File: src/rtl/keypad_pkg.sv
// Shared types and constants for the keypad number-entry block:
// key codes, debounce states, scan-result encoding and the key map.
package keypad_pkg;

  localparam logic [3:0]  KEY_BKSP  = 4'hB;
  localparam logic [3:0]  KEY_CLEAR = 4'hC;
  localparam logic [3:0]  KEY_ENTER = 4'hF;
  localparam logic [15:0] ENTRY_MAX = 16'd9999;

  typedef enum logic [1:0] {
    ST_IDLE,
    ST_CAND,
    ST_HELD
  } deb_state_e;

  typedef enum logic [1:0] {
    SCAN_NONE,
    SCAN_KEY,
    SCAN_MULTI
  } scan_kind_e;

  typedef struct packed {
    scan_kind_e kind;
    logic [3:0] code;
  } scan_result_t;

  // Row r / column c of the physical keypad to the key code it reports.
  function automatic logic [3:0] key_at(input logic [1:0] row, input logic [1:0] col);
    logic [3:0] code;
    case ({row, col})
      4'b00_00: code = 4'h1;
      4'b00_01: code = 4'h2;
      4'b00_10: code = 4'h3;
      4'b00_11: code = 4'hA;
      4'b01_00: code = 4'h4;
      4'b01_01: code = 4'h5;
      4'b01_10: code = 4'h6;
      4'b01_11: code = 4'hB;
      4'b10_00: code = 4'h7;
      4'b10_01: code = 4'h8;
      4'b10_10: code = 4'h9;
      4'b10_11: code = 4'hC;
      4'b11_00: code = 4'hE;
      4'b11_01: code = 4'h0;
      4'b11_10: code = 4'hF;
      default:  code = 4'hD;
    endcase
    return code;
  endfunction

endpackage

File: src/rtl/keypad_scanner.sv
// Column scanner: free-running dwell divider, active-low column drive,
// row synchronizer, and one classified result per full four-column scan.
module keypad_scanner
  import keypad_pkg::*;
#(
  parameter int SCAN_DIV_BITS = 17
) (
  input  logic         clk,
  input  logic         rst_n,
  input  logic [3:0]   rows_n,
  output logic [3:0]   cols_n,
  output logic         scan_valid,
  output scan_result_t scan_result
);

  logic [SCAN_DIV_BITS-1:0] div_q, div_d;
  logic [3:0]   cols_q, cols_d;
  logic [3:0]   sync1_q, sync2_q;
  logic [1:0]   hits_q, hits_d;   // keys seen so far this scan, saturating at 2
  logic [3:0]   code_q, code_d;
  logic         valid_q, valid_d;
  scan_result_t result_q, result_d;

  logic       dwell_end;
  logic [2:0] col_hits;
  logic [2:0] hit_sum;
  logic [1:0] row_idx;
  logic [1:0] col_idx;
  logic [3:0] col_code;

  // NOTE: every signal written here gets a default first, so no path can
  // leave one unassigned and infer a latch.
  always_comb begin
    div_d     = div_q + 1'b1;
    dwell_end = &div_q;
    cols_d    = cols_q;
    hits_d    = hits_q;
    code_d    = code_q;
    valid_d   = 1'b0;
    result_d  = result_q;
    col_hits  = 3'd0;
    row_idx   = 2'd0;

    case (cols_q)
      4'b1101: col_idx = 2'd1;
      4'b1011: col_idx = 2'd2;
      4'b0111: col_idx = 2'd3;
      default: col_idx = 2'd0;
    endcase

    for (int r = 3; r >= 0; r--) begin
      if (!sync2_q[r]) begin
        col_hits = col_hits + 3'd1;
        row_idx  = 2'(r);
      end
    end
    hit_sum  = {1'b0, hits_q} + col_hits;
    col_code = (col_hits == 3'd1) ? key_at(row_idx, col_idx) : code_q;

    if (dwell_end) begin
      cols_d = {cols_q[2:0], cols_q[3]};
      if (col_idx == 2'd3) begin
        valid_d       = 1'b1;
        result_d.code = col_code;
        if (hit_sum == 3'd0)      result_d.kind = SCAN_NONE;
        else if (hit_sum == 3'd1) result_d.kind = SCAN_KEY;
        else                      result_d.kind = SCAN_MULTI;
        hits_d = 2'd0;
        code_d = 4'd0;
      end else begin
        hits_d = (hit_sum >= 3'd2) ? 2'd2 : hit_sum[1:0];
        code_d = col_code;
      end
    end
  end

  // NOTE: state registers use non-blocking assignments so every flop samples
  // pre-edge values regardless of statement order.
  always_ff @(posedge clk or negedge rst_n) begin
    if (!rst_n) begin
      div_q    <= '0;
      cols_q   <= 4'b1110;
      sync1_q  <= 4'hF;
      sync2_q  <= 4'hF;
      hits_q   <= 2'd0;
      code_q   <= 4'd0;
      valid_q  <= 1'b0;
      result_q <= '{kind: SCAN_NONE, code: 4'd0};
    end else begin
      div_q    <= div_d;
      cols_q   <= cols_d;
      sync1_q  <= rows_n;
      sync2_q  <= sync1_q;
      hits_q   <= hits_d;
      code_q   <= code_d;
      valid_q  <= valid_d;
      result_q <= result_d;
    end
  end

  assign cols_n      = cols_q;
  assign scan_valid  = valid_q;
  assign scan_result = result_q;

endmodule

File: src/rtl/keypad_number_entry.sv
// Keypad number entry: debounces scan results and accumulates decimal digits
// into Entry, committing to Number on '#'. KEYPAD_BACKSPACE_EN enables B = backspace.
module keypad_number_entry
  import keypad_pkg::*;
#(
  parameter int SCAN_DIV_BITS  = 17,
  parameter int DEBOUNCE_SCANS = 4
) (
  input  logic        Clk,
  input  logic        Rst_n,
  input  logic [3:0]  Rows_n,
  output logic [3:0]  Cols_n,
  output logic [15:0] Entry,
  output logic [15:0] Number,
  output logic        Valid,
  output logic [3:0]  KeyCode,
  output logic        KeyStrobe
);

  localparam logic [3:0] DEB_TARGET = 4'(DEBOUNCE_SCANS);

  logic         scan_valid;
  scan_result_t scan_result;

  keypad_scanner #(
    .SCAN_DIV_BITS(SCAN_DIV_BITS)
  ) u_scanner (
    .clk        (Clk),
    .rst_n      (Rst_n),
    .rows_n     (Rows_n),
    .cols_n     (Cols_n),
    .scan_valid (scan_valid),
    .scan_result(scan_result)
  );

  deb_state_e  state_q, state_d;
  logic [3:0]  cand_q, cand_d;
  logic [3:0]  cnt_q, cnt_d;
  logic [3:0]  rcnt_q, rcnt_d;
  logic [15:0] entry_q, entry_d;
  logic [15:0] number_q, number_d;
  logic        valid_q, valid_d;
  logic [3:0]  keycode_q, keycode_d;
  logic        strobe_q, strobe_d;

  logic        accept;
  logic [3:0]  acc_code;
  logic [16:0] appended;

  // Debounce: one step per completed scan.
  always_comb begin
    state_d  = state_q;
    cand_d   = cand_q;
    cnt_d    = cnt_q;
    rcnt_d   = rcnt_q;
    accept   = 1'b0;
    acc_code = cand_q;

    if (scan_valid) begin
      case (state_q)
        ST_IDLE: begin
          if (scan_result.kind == SCAN_KEY) begin
            cand_d = scan_result.code;
            if (DEB_TARGET == 4'd1) begin
              accept   = 1'b1;
              acc_code = scan_result.code;
              state_d  = ST_HELD;
              cnt_d    = 4'd0;
              rcnt_d   = 4'd0;
            end else begin
              cnt_d   = 4'd1;
              state_d = ST_CAND;
            end
          end
        end
        ST_CAND: begin
          if (scan_result.kind != SCAN_KEY) begin
            state_d = ST_IDLE;
            cnt_d   = 4'd0;
          end else if (scan_result.code != cand_q) begin
            cand_d = scan_result.code;
            cnt_d  = 4'd1;
          end else if (cnt_q + 4'd1 == DEB_TARGET) begin
            accept  = 1'b1;
            state_d = ST_HELD;
            cnt_d   = 4'd0;
            rcnt_d  = 4'd0;
          end else begin
            cnt_d = cnt_q + 4'd1;
          end
        end
        ST_HELD: begin
          if (scan_result.kind == SCAN_NONE) begin
            if (rcnt_q + 4'd1 == DEB_TARGET) begin
              state_d = ST_IDLE;
              rcnt_d  = 4'd0;
            end else begin
              rcnt_d = rcnt_q + 4'd1;
            end
          end else begin
            rcnt_d = 4'd0;
          end
        end
        default: state_d = ST_IDLE;
      endcase
    end
  end

  // Key actions, applied on the same edge as the strobe.
  always_comb begin
    entry_d   = entry_q;
    number_d  = number_q;
    valid_d   = 1'b0;
    keycode_d = keycode_q;
    strobe_d  = 1'b0;
    appended  = 17'(entry_q) * 17'd10 + 17'(acc_code);

    if (accept) begin
      strobe_d  = 1'b1;
      keycode_d = acc_code;
      if (acc_code <= 4'd9) begin
        if (appended <= 17'(ENTRY_MAX)) entry_d = appended[15:0];
      end else if (acc_code == KEY_CLEAR) begin
        entry_d = 16'd0;
      end else if (acc_code == KEY_ENTER) begin
        number_d = entry_q;
        entry_d  = 16'd0;
        valid_d  = 1'b1;
`ifdef KEYPAD_BACKSPACE_EN
      end else if (acc_code == KEY_BKSP) begin
        entry_d = entry_q / 16'd10;
`endif
      end
    end
  end

  always_ff @(posedge Clk or negedge Rst_n) begin
    if (!Rst_n) begin
      state_q   <= ST_IDLE;
      cand_q    <= 4'd0;
      cnt_q     <= 4'd0;
      rcnt_q    <= 4'd0;
      entry_q   <= 16'd0;
      number_q  <= 16'd0;
      valid_q   <= 1'b0;
      keycode_q <= 4'd0;
      strobe_q  <= 1'b0;
    end else begin
      state_q   <= state_d;
      cand_q    <= cand_d;
      cnt_q     <= cnt_d;
      rcnt_q    <= rcnt_d;
      entry_q   <= entry_d;
      number_q  <= number_d;
      valid_q   <= valid_d;
      keycode_q <= keycode_d;
      strobe_q  <= strobe_d;
    end
  end

  assign Entry     = entry_q;
  assign Number    = number_q;
  assign Valid     = valid_q;
  assign KeyCode   = keycode_q;
  assign KeyStrobe = strobe_q;

endmodule

File: config.mk
export PLATFORM = sky130hd
export DESIGN_NAME = keypad_number_entry
export DESIGN_NICKNAME = d
export VERILOG_FILES = /design/src/rtl/keypad_pkg.sv /design/src/rtl/keypad_scanner.sv /design/src/rtl/keypad_number_entry.sv
export SDC_FILE = /design/constraint.sdc
export NUM_CORES = 1
export LEC_CHECK = 0
export ABC_AREA = 1
export BUFFER_PORTS_ARGS = -buffer_cell sky130_fd_sc_hd__buf_2
export CAP_MARGIN = 15
export CORE_MARGIN = 2
export CORE_UTILIZATION = 40
export CTS_CLUSTER_DIAMETER = 60
export DETAILED_ROUTE_END_ITERATION = 8
export HOLD_SLACK_MARGIN = 0.15
export SLEW_MARGIN = 0
export SYNTH_ARGS = -nofsm -noshare
export SYNTH_HDL_FRONTEND = slang
export SYNTH_SLANG_ARGS = --single-unit
File: constraint.sdc
create_clock -name Clk -period 3.8 [get_ports Clk]
set_input_delay 0.57 -clock Clk [delete_from_list [all_inputs] [get_ports Clk]]
set_output_delay 0.57 -clock Clk [all_outputs]
set_load 0.02 [all_outputs]
Yosys cells after proc, flatten, opt, wreduce, memory -nomap -nowiden
Memories as Yosys holds them, arrays and structs flattened.
Cells that the tools add are included.
{"block": "word_totals", "register_bits": 94, "mem_bits_ro": 64, "input_bits": 6, "word_cells": 125, "mem_count": 1}
{"name": "(name not given)", "words": 16, "width": 4, "read_ports": 1, "rd_ports_with_merged_regs": 0, "write_ports": 0, "line": "keypad_pkg.sv:30", "source": "case ({row, col})"}
{"block": "classes", "addsub": 8, "mul": 1, "n_lt_le_gt_ge": 3, "n_eq_ne": 25, "n_mux": 53, "n_bitwise": 2, "reduce_logical": 14}
{"cell": "16-bit two-way mux", "count": 4}
{"cell": "4-bit two-way mux", "count": 14}
{"cell": "2-bit two-way mux", "count": 14}
{"cell": "4-bit case mux with 2 select lines", "count": 3}
{"cell": "18-bit AND reduction", "count": 1}
{"cell": "17-bit by 1-bit adder with 17-bit output (second input constant)", "count": 1}
{"cell": "17-bit by 4-bit adder with 17-bit output", "count": 1}
{"cell": "17-bit by 14-bit <= comparator with 1-bit output (second input constant)", "count": 1}
{"cell": "17-bit AND reduction", "count": 1}
{"cell": "4-bit == test (second input constant)", "count": 4}
{"cell": "16-bit by 3-bit multiplier with 16-bit output (second input constant)", "count": 1}
{"cell": "2-bit inequality test (second input constant)", "count": 7}
{"cell": "1-bit two-way mux", "count": 13}
{"cell": "4-bit by 3-bit == test with 1-bit output (second input constant)", "count": 3}
{"cell": "2-bit case mux with 3 select lines", "count": 2}
{"cell": "5-bit AND reduction", "count": 2}
{"cell": "3-bit two-way mux", "count": 3}
{"cell": "4-bit by 1-bit adder with 4-bit output (second input constant)", "count": 2}
{"cell": "3-bit by 1-bit adder with 3-bit output (second input constant)", "count": 2}
{"cell": "3-bit by 1-bit == test with 1-bit output (second input constant)", "count": 2}
{"cell": "3-bit inequality test (second input constant)", "count": 2}
{"cell": "3-bit AND reduction", "count": 2}
{"cell": "6-bit AND reduction", "count": 1}
{"cell": "2-bit by 1-bit == test with 1-bit output (second input constant)", "count": 2}
{"cell": "13 further kinds", "count": 18}

Longest topological paths before layout
Gate-level depths: netlist of run 1.
{"block": "logic_depth", "ltp_word": 11, "mapped_depth": 22}

Hierarchy
A second synthesis of run 1 with hierarchy kept.
{"block": "hier_totals", "cells_unflattened": 789, "area_unflattened_um2": 6069.6}
{"mod": "keypad_number_entry", "instances": 1, "cells_each": 534, "area_per_inst_um2": 3821.2}
{"mod": "keypad_scanner", "instances": 1, "cells_each": 255, "area_per_inst_um2": 2248.4}

Worst setup path after synthesis of run 1
Ideal clock, no wire load.
{"block": "synth_timing", "path_kind": "flip-flop to flip-flop", "startpoint": "register entry_q[1], in the netlist Entry[1]", "endpoint": "register entry_q[13], in the netlist Entry[13]", "t_arrival_ns": 3.022, "setup_slack_ns": 0.660, "stages_incl_launch_ff": 20, "synth_period_minus_slack_ns": 3.140, "cell_sequence": "dfrtp_1 ha_1 ha_1 fa_1 nand2_1 inv_1 nand2_1 nor2_4 nand3_4 nor2_4 nand3_2 nor2_4 nand4_2 a21oi_2 nand3_2 nand2_4 nand2_4 buf_12 nand2_2 nand2_1"}
{"block": "synth_between", "elab_chain_cells": 5, "elab_cells_between_ends": 7}
{"element": "start, declared", "line": "keypad_number_entry.sv:40", "source": "logic [15:0] entry_q, entry_d;"}
{"element": "start signal, assigned", "line": "keypad_number_entry.sv:153", "source": "entry_q <= entry_d;"}
{"element": "16-bit by 3-bit multiplier with 16-bit output *", "line": "keypad_number_entry.sv:116", "source": "appended = 17'(entry_q) * 17'd10 + 17'(acc_code);"}
{"element": "17-bit by 4-bit adder with 17-bit output *", "line": "keypad_number_entry.sv:116"}
{"element": "17-bit by 14-bit <= comparator with 1-bit output", "line": "keypad_number_entry.sv:122", "source": "if (appended <= 17'(ENTRY_MAX)) entry_d = appended[15:0];"}
{"element": "2-bit by 1-bit inequality test with 1-bit output (no source line)"}
{"element": "3-bit AND reduction (no source line)"}
Mark *: on every way between the ends. The rest lies on a longest branch, timed or not. The select of a mux whose other input is x is not followed.
A chain may end at the register's enable or synchronous reset.

Worst setup path after layout of run 1
{"block": "layout_timing", "startpoint": "register entry_q[3], in the netlist Entry[3]", "endpoint": "register entry_q[15], in the netlist Entry[15]"}
The elaborated chain is that of the path after synthesis.

==> run metrics, run 1 <==
synthesized instance count=709; HP Class=in -> async; H-Tree Depth=3; clk_lat worst skew=0.34 ns; status=finished, final reports clean; CP arrival=3.61 ns; Synth top area share=36.2%; WL/cell=12.8 microns; r2r startpoint=Entry[3]; nets=814; Inst Count DP=932; Max Slew Vio Count=0; Post-synth EDFFs=0; Setup CP Type=reg -> reg; internal reg-to-reg setup slack=0.46 ns; fraction of layout cells with a size suffix above 1=16.7%; #FFs+latches synth=94; Congestion Overflow GR=0; RSZ-0062 raised after global routing=false; die area=0.0153 sq mm; DR vias/cell=4.94; first-pass GRT wire length=21.1 mm; max_slew headroom=62.1%; dominant cells by area after synthesis=dfrtp_1 (36%), nand2_1 (13%), ha_1 (9.1%); initial drt markers=220; setup bufs post-CTS=0; CTS tree=done; CTS max path bufs=2; Die X-Extent=124 microns; prevailing post-synth register cell=dfrtp_1; die height=124 microns; Max Fclk=300 MHz; drt total wl=12.1 mm; Clock Tree Root=clkbuf_16; final-layout fill cell count=1,307; site row count=43; crit path launch type=register; period utilisation layout=87.8%; Leak Pwr=3.50 nW; top-count cell post-synth=nand2_1; synth cell count leaders=nand2_1 (198), inv_1 (89), dfrtp_1 (83), nor2_1 (51), nand3_1 (50); VDD IR max=0.247 mV; Layout Cells excl Fill=948; number of I/O pins=48; CTS sink cnt=94; drt pass-1 iters=5; # hold bufs at CTS=0; Crit. End Element=register; clock skew=0.00864 ns; Yosys cell types=41; FF-to-FF End=Entry[15]; final hold violation count=0; leading area contributor after synthesis=dfrtp_1; CP Max Fanout=15; Ys Warns=0; max cap viols=0; Detail Placement HPWL=9.52 mm; Area Overhead vs Synth=12.8%; # resized after CTS=0; vias in the first global route=4,617; R2R depth=19; Mean Syn Cell Area=8.10 sq um; CTS buffer count=9; port buffer count=47; Initial Util=41.2%; # diodes=0; Slew @ Worst Pin=0.564 ns; critical path data required time=4.07 ns; min cycle time layout=3.34 ns; clock-pin slew on the worst setup and hold paths=0.07 ns; DRT antenna net count=0; largest net degree at the start of global routing=38; FFs w/ async S/R, synth=100%; syn nets=760; synthesized cell area=0.00574 sq mm; final setup TNS=0 ns; GRT Util Overall=17.1%; initial antenna violation count=0; sequential share of the synthesized area=41.2%; GP Congestion=0.898; # DRC=0; PwrDens=300 mW/mm^2; # setup viols final=0; Vias=4,684; core area=0.0139 sq mm
## flip-flops by register name, indices dropped and copies added, names as in the netlist, 6 cells and up
name,flops
u_scanner.div_q,17
Entry,16
u_scanner.scan_result,6
Number,16
## placed cells by master (no fill, tap or decap), drive strengths merged, types with 16 or more instances in the layout
| cell type | count |
|---|---|
| ha | 42 |
| a21oi | 17 |
| xor2 | 16 |
| nand3 | 58 |
| nor2 | 59 |
| dfrtp | 83 |
| inv | 97 |
| nand2 | 219 |
| o21ai | 37 |
| nand4 | 22 |
| buf | 50 |
## report_power, final
group / switching, mW / internal [mW] / total, mW
Combinational: 0.0498 / 0.0193 / 0.0691
Clock: 0.376 / 0.488 / 0.864
Sequential: 0.00260 / 1.01 / 1.01
## worst max path at each step
stage / start / endpoint / slack [ns] / cells past startpoint
final: Entry[3] / Entry[15] / 0.46 / 19
after global routing: Entry[1] / Entry[3] / 0.16 / 19
after CTS: Entry[3] / Entry[15] / 0.45 / 19
after detailed placement: Entry[3] / Entry[15] / 0.47 / 19
after global placement: Entry[3] / Entry[15] / 0.56 / 20
after floorplan: Entry[1] / Entry[13] / 0.66 / 19
## kinds of logic (layout without fill, tap and decap cells)
group           after synthesis  after routing  synth area share, %
simple gates                370            370                 30.2
buf+inv                     103            162                 7.06
flops                        94             94                 41.2
compound gates               70             70                 7.17
fa+ha+maj                    45             45                 10.2
xor+xnor                     25             25                 3.81
mux                           2              2                0.370
## through the flow
| step | worst slack (ns) | instance area, sq um | util (%) | power, mW | hold WS [ns] |
|---|---|---|---|---|---|
| after detailed placement | 0.466 | 6180 | 44.4 | 1.10 | 0.347 |
| after global routing | 0.162 | 6480 | 46.5 | 2.03 | 0.171 |
| final | 0.465 | 6480 | 46.5 | 1.94 | 0.156 |
| after floorplan | 0.660 | 5740 | - | 1.06 | 0.274 |
| after CTS | 0.446 | 6480 | 46.5 | 1.97 | 0.163 |
| after global placement | 0.557 | 6180 | 44.4 | 1.10 | 0.347 |
## final cells by class
class	instances	area (sq um)	area share (%)
Clock buffer	11	254	3.92
Clock inverter	5	38.8	0.599
Inverter	96	360	5.56
Multi-Input combinational cell	512	2970	45.9
Sequential cell	94	2370	36.5
Tap cell	180	225	3.48
Timing Repair Buffer	50	260	4.02
## per-layer routing
layer	routed length, microns	part of all wire, %	GRT usage (%)
met1	5690	47	22.0
met2	5800	48	29.9
met3	430	3.5	2.66
met4	214	1.8	4.90
met5	0	0	0
## worst max-delay path, stage by stage, from the launching register on
cell	delay, ns
dfrtp_1	0.52
ha_1	0.30
ha_1	0.25
fa_1	0.51
nand2_1	0.06
inv_1	0.09
nand2_1	0.11
nor2_4	0.13
nand3_4	0.10
nor2_4	0.12
nand3_2	0.10
nor2_4	0.12
nand2_1	0.07
a21oi_2	0.14
nand2_1	0.10
nand3_2	0.10
nand2_4	0.07
nand2_4	0.20
inv_1	0.08
nor2_1	0.09
(Power assumes the default switching activity.)
==> run 2, diff against run 1 <==
- CORE_ASPECT_RATIO: not set -> 0.7
==> run 2 against run 1 <==
Clock skew down 0.0028 ns. Wire length fell by 2.1%. Global-route usage is 0.45 points lower. Flip-flop and latch count stayed put. Combinational power fell by 3.2%. Worst hold slack improved by 0.17 ns. Clock-buffer cell count fell by 1. Core utilization is 0.19 points lower.
==> run metrics, run 2 (same netlist as run 1, synthesis figures left out) <==
# resized after CTS=0 (unchanged); Hold Crit Depth=1; Initial Util=41.1% (-0.085 points); die height=104 microns (-16%); DR vias/cell=4.80 (-2.9%); drt total wl=11.9 mm (-2.1%); CTS tree=done; GRT met2 Usage=24.9% (-5.0 points); CTS buffer count=9 (unchanged); first-pass GRT wire length=21.2 mm (+0.59%); Crit. End Element=register; # setup viols final=0 (unchanged); GP Congestion=0.832 (-7.3%); CP Max Fanout=15 (unchanged); pre-CTS WS=0.509 ns (+0.0429 ns); Max Slew Vio Count=0 (unchanged); final setup TNS=0 ns (unchanged); status=finished, final reports clean; Gate power share=3.5% (about the same); hold endpoint=u_scanner.sync1_q[3]; Leak Pwr=3.47 nW (-0.62%); max cap viols=0 (unchanged); die area=0.0154 sq mm (about the same); Congestion Overflow GR=0 (unchanged); core area=0.0140 sq mm (+0.21%); initial antenna violation count=0 (unchanged); final hold violation count=0 (unchanged); Area Overhead vs Synth=12.5%; largest net degree at the start of global routing=72 (+89%); Flop pwr share=52.7% (+0.7 points); # hold bufs at CTS=0 (unchanged); period utilisation layout=86.4% (-1.4 points); Inst Count DP=941 (+0.97%); RSZ-0062 raised after global routing=false; r2r startpoint=Entry[1]; setup bufs post-CTS=0 (unchanged); PwrDens=296 mW/mm^2 (-1.2%); Clk pwr share=43.8% (-0.7 points); drt pass-1 iters=4 (-1); CP arrival=3.56 ns (-0.05 ns); global route hottest layer=met1; Net Sw Power=432 uW (+0.75%); Vias=4,585 (-2.1%); Slew @ Worst Pin=0.891 ns (+0.326 ns); Clock Tree Root=clkbuf_16; GRT Util Overall=16.7% (-0.45 points); commonest non-fill, non-tap cell in the layout=nand2_1; crit path launch type=register; Setup CP Type=reg -> reg; fraction of layout cells with a size suffix above 1=16.4% (-0.22 points); R2R depth=19 (unchanged); port buffer count=47 (unchanged); clk_lat worst skew=0.34 ns (about the same); critical path data required time=4.07 ns (about the same); initial drt markers=212 (-3.6%); min cycle time layout=3.28 ns (-0.0524 ns); Max Fclk=305 MHz (+1.6%); grt met3 use=3.25% (+0.59 points); max reg flops=17 (unchanged); H-Tree Depth=3 (unchanged); # DRC=0 (unchanged); met1 Usage GRT=24.9% (+2.9 points); hold_sp=Rows_n[3]; CTS max path bufs=2 (unchanged); critical path's most frequent cell=nand2_1; crit path cell chain=ha_1 > ha_1 > fa_1 > nand2_1 > inv_1 > nand2_1 > nor2_4 > nand3_4 > nor2_4 > nand3_2 > nor2_4 > nand2_1 > a21oi_2 > nand2_1 > nand3_2 > nand2_4 > nand2_4 > inv_1 > nor2_1; VDD IR max=0.214 mV (-13%); number of I/O pins=48 (unchanged); clock skew=0.00582 ns (-0.00282 ns); Die X-Extent=147 microns (+19%); HP Class=in -> reg; CTS sink cnt=94 (unchanged); Largest Register=u_scanner.div_q; Layout Cells excl Fill=956 (+0.84%); internal reg-to-reg setup slack=0.52 ns (+0.05 ns); post-route core utilization=46.3% (-0.19 points); DRT antenna net count=0 (unchanged); Sw Share=22.5% (+0.49 points); FF-to-FF End=Entry[14]; setup ws final=0.517 ns (+0.0524 ns); WL/cell=12.4 microns (-3.0%); site row count=36 (-16%); final-layout fill cell count=1,404 (+7.4%); nets=813 (-0.12%); internal power=1.48 mW (-2.1%); Detail Placement HPWL=9.15 mm (-3.9%); # diodes=0 (unchanged); Max stage delay on crit path=0.52 ns (about the same); clock-pin slew on the worst setup and hold paths=0.07 ns (about the same); Critical Path Slowest Stage Cell=fa_1; most frequent cells in the layout=nand2_1 (198), inv_1 (89), dfrtp_1 (83); vias in the first global route=4,420 (-4.3%); max_slew headroom=40.6% (-22 points)
run 2: changes by cell type in the layout (fill, tap and decap cells not counted), sizes merged:
cell and delta:
clkinvlp +2, inv -1, clkinv -1, clkbuf -1, buf -1
run 2: layout make-up:
type                    instances  area (sq um)  area share, %
multi-input cells             512          2970           46.0
well taps                     190           238           3.68
inverters                      96           360           5.57
clock buffers                  10           239           3.70
clock inverters                 5          35.0          0.542
repair buffers                 49           253           3.91
flip-flops and latches         94          2370           36.6
run 2: worst max-delay path by stage:
| stage | start | to | slack (ns) | cells after the start |
|---|---|---|---|---|
| 2_1_floorplan | Entry[1] | Entry[13] | 0.66 | 19 |
| 3_3_place_gp | Entry[1] | Entry[15] | 0.61 | 19 |
| 4_1_cts | Entry[1] | Entry[14] | 0.49 | 19 |
| 6_report | Entry[1] | Entry[14] | 0.52 | 19 |
| 5_1_grt | Entry[1] | Entry[0] | 0.23 | 19 |
| 3_5_place_dp | Entry[1] | Entry[14] | 0.51 | 19 |
run 2: per-stage QoR:
step                      area (sq um)  hold slack, ns  total power [mW]
after global routing              6460           0.312              2.00
after floorplan                   5740           0.274              1.06
after global placement            6190           0.346              1.10
after CTS                         6460           0.313              1.95
after detailed placement          6190           0.347              1.10
final                             6460           0.325              1.92
run 2: power groups by stage:
stage / Combinational (mW) / Sequential, mW / Clock, mW
global route: 0.0800 / 1.01 / 0.908
detailed placement: 0.0686 / 1.03 / 0
finish: 0.0669 / 1.01 / 0.839
floorplan: 0.0352 / 1.03 / 0
global placement: 0.0667 / 1.03 / 0
CTS: 0.0693 / 1.01 / 0.870
run 2: routing by layer:
layer  routed length (microns)  part of all wire [%]
met1                      6360                    54
met2                      4850                    41
met3                       540                   4.5
met4                       127                   1.1
met5                         0                     0
run 2: worst max-delay path, delay by kind of cell, from the launching register on:
family / cells / cell delay [ns]
buf+inv: 2 / 0.16
fa+ha+maj: 3 / 1.10
flops: 1 / 0.47
compound gates: 1 / 0.13
simple gates: 13 / 1.36
==> run 3, diff against run 2 <==
- CORE_UTILIZATION: 40 -> 55
- PLACE_DENSITY: not set -> 0.74
==> run 3 against run 2 <==
Register-to-register slack worse by 0.09 ns. Critical endpoint is now Entry[15]. Sequential power hardly changed. Setup slack worse by 0.091 ns. Combinational power is 2% higher. Critical path depth stayed put. Largest power group unchanged. Flip-flop and latch count stayed put. Global-route usage is 5.8 points higher.
==> run metrics, run 3 (same netlist as run 1, synthesis figures left out) <==
status=finished, final reports clean; DR vias/cell=5.25 (+9.5%); CTS tree=done; clock-pin slew on the worst setup and hold paths=0.06 ns (about the same); CTS sink cnt=94 (unchanged); port buffer count=47 (unchanged); RSZ-0062 raised after global routing=false; nets=814 (+0.12%); number of I/O pins=48 (unchanged); Max Fclk=296 MHz (-2.7%); CP Max Fanout=15 (unchanged); Crit. End Element=register; Vias=4,727 (+3.1%); Leak Pwr=3.50 nW (+0.65%); initial antenna violation count=0 (unchanged); min cycle time layout=3.37 ns (+0.0912 ns); clk_lat worst skew=0.34 ns (about the same); max_slew headroom=63.2% (+23 points); R2R depth=19 (unchanged); Slew @ Worst Pin=0.548 ns (-0.342 ns); Max stage delay on crit path=0.52 ns (about the same); critical path's most frequent cell=nand2_1; final hold violation count=0 (unchanged); GRT Util Overall=22.5% (+5.8 points); worst hold margin=0.199 ns (-0.126 ns); # diodes=0 (unchanged); Critical Path Slowest Stage Cell=fa_1; CP arrival=3.65 ns (+0.09 ns); site row count=31 (-14%); critical path data required time=4.07 ns (about the same); Clock Tree Root=clkbuf_16; WL/cell=13.4 microns (+7.9%); core area=0.0102 sq mm (-27%); max reg flops=17 (unchanged); die height=89.5 microns (-14%); Layout Cells excl Fill=900 (-5.9%); setup bufs post-CTS=0 (unchanged); fraction of layout cells with a size suffix above 1=16.5% (+0.087 points); Inst Count DP=884 (-6.1%); H-Tree Depth=3 (unchanged); Largest Register=u_scanner.div_q; # resized after CTS=0 (unchanged); final setup TNS=0 ns (unchanged); most frequent cells in the layout=nand2_1 (198), inv_1 (89), dfrtp_1 (83); initial drt markers=389 (+83%); GP Congestion=0.918 (+10%); CTS buffer count=9 (unchanged); # setup viols final=0 (unchanged); max cap viols=0 (unchanged); drt pass-1 iters=5 (+1); Congestion Overflow GR=0 (unchanged); VDD IR max=0.211 mV (-1.3%); die area=0.0113 sq mm (-26%); CTS max path bufs=2 (unchanged); drt total wl=12.1 mm (+1.6%); period utilisation layout=88.8% (+2.4 points); Die X-Extent=126 microns (-14%); Max Slew Vio Count=0 (unchanged); clock skew=0.00735 ns (+0.00153 ns); # DRC=0 (unchanged); crit path cell chain=ha_1 > ha_1 > fa_1 > nand2_1 > inv_1 > nand2_1 > nor2_4 > nand3_4 > nor2_4 > nand3_2 > nor2_4 > nand2_1 > a21oi_2 > nand2_1 > nand3_2 > nand2_4 > nand2_4 > inv_1 > nor2_1; PwrDens=307 mW/mm^2 (+3.5%); crit path launch type=register; # hold bufs at CTS=0 (unchanged); first-pass GRT wire length=20.6 mm (-2.8%); Initial Util=56.1% (+15 points); DRT antenna net count=0 (unchanged); commonest non-fill, non-tap cell in the layout=nand2_1; Area Overhead vs Synth=11.7%; HP Class=in -> async; largest net degree at the start of global routing=43 (-40%); Detail Placement HPWL=9.38 mm (+2.5%); vias in the first global route=4,424 (+0.090%); Setup CP Type=reg -> reg
[run 3: cell count changes in the layout (fill, tap and decap cells not counted), sizes merged]
cell / previous run / this run
inv: 96 / 95
clkbuf: 10 / 12
clkinvlp: 3 / 1
bufinv: 0 / 1
buf: 49 / 50
clkinv: 2 / 3
[run 3: worst paths after layout]
path | from | to | slack (ns)
max | Entry[1] | Entry[15] | 0.43
min in group Clk | Rows_n[1] | u_scanner.sync1_q[1] | 0.33
min reg2reg | u_scanner.sync1_q[2] | u_scanner.sync2_q[2] | 0.35
max reg2reg | Entry[1] | Entry[15] | 0.43
min | Rst_n | Number[10] | 0.20
max in group asynchronous | Rst_n | u_scanner.sync1_q[2] | 2.77
[run 3: critical path, delay by kind of cell, from the launching register on]
| kind | cells | cell delay (ns) |
|---|---|---|
| AND/OR/NAND/NOR | 13 | 1.42 |
| buffers and inverters | 2 | 0.16 |
| adder cells (fa/ha/maj) | 3 | 1.11 |
| AO/OA/AOI/OAI | 1 | 0.14 |
| flip-flops | 1 | 0.47 |
[run 3: metal layers]
metal | share of wire, % | GRT usage, %
met2 | 44 | 35.3
met1 | 51 | 32.3
met4 | 0.65 | 5.29
met3 | 4.6 | 4.91
met5 | 0 | 0
[run 3: stage by stage]
| stage | setup slack, ns | cell area [sq um] | utilization, % | total power, mW |
|---|---|---|---|---|
| finish | 0.426 | 6420 | 62.7 | 1.97 |
| global route | 0.122 | 6420 | 62.7 | 2.05 |
| CTS | 0.450 | 6420 | 62.7 | 1.98 |
| detailed placement | 0.479 | 6120 | 59.8 | 1.10 |
| global placement | 0.631 | 6120 | 59.8 | 1.09 |
| floorplan | 0.660 | 5740 | - | 1.06 |
[run 3: area by class of cell]
type	count	area (sq um)
multi-input combinational	512	2970
fill	889	3820
tap	132	165
sequential	94	2370
clock inverter	4	47.5
timing repair buffer	50	260
inverter	96	360
clock buffer	12	246
[run 3: power breakdown]
group	switching, mW	internal (mW)	total (mW)
Sequential	0.00254	1.01	1.01
Combinational	0.0488	0.0193	0.0681
Clock	0.365	0.526	0.891
Total	0.416	1.55	1.97
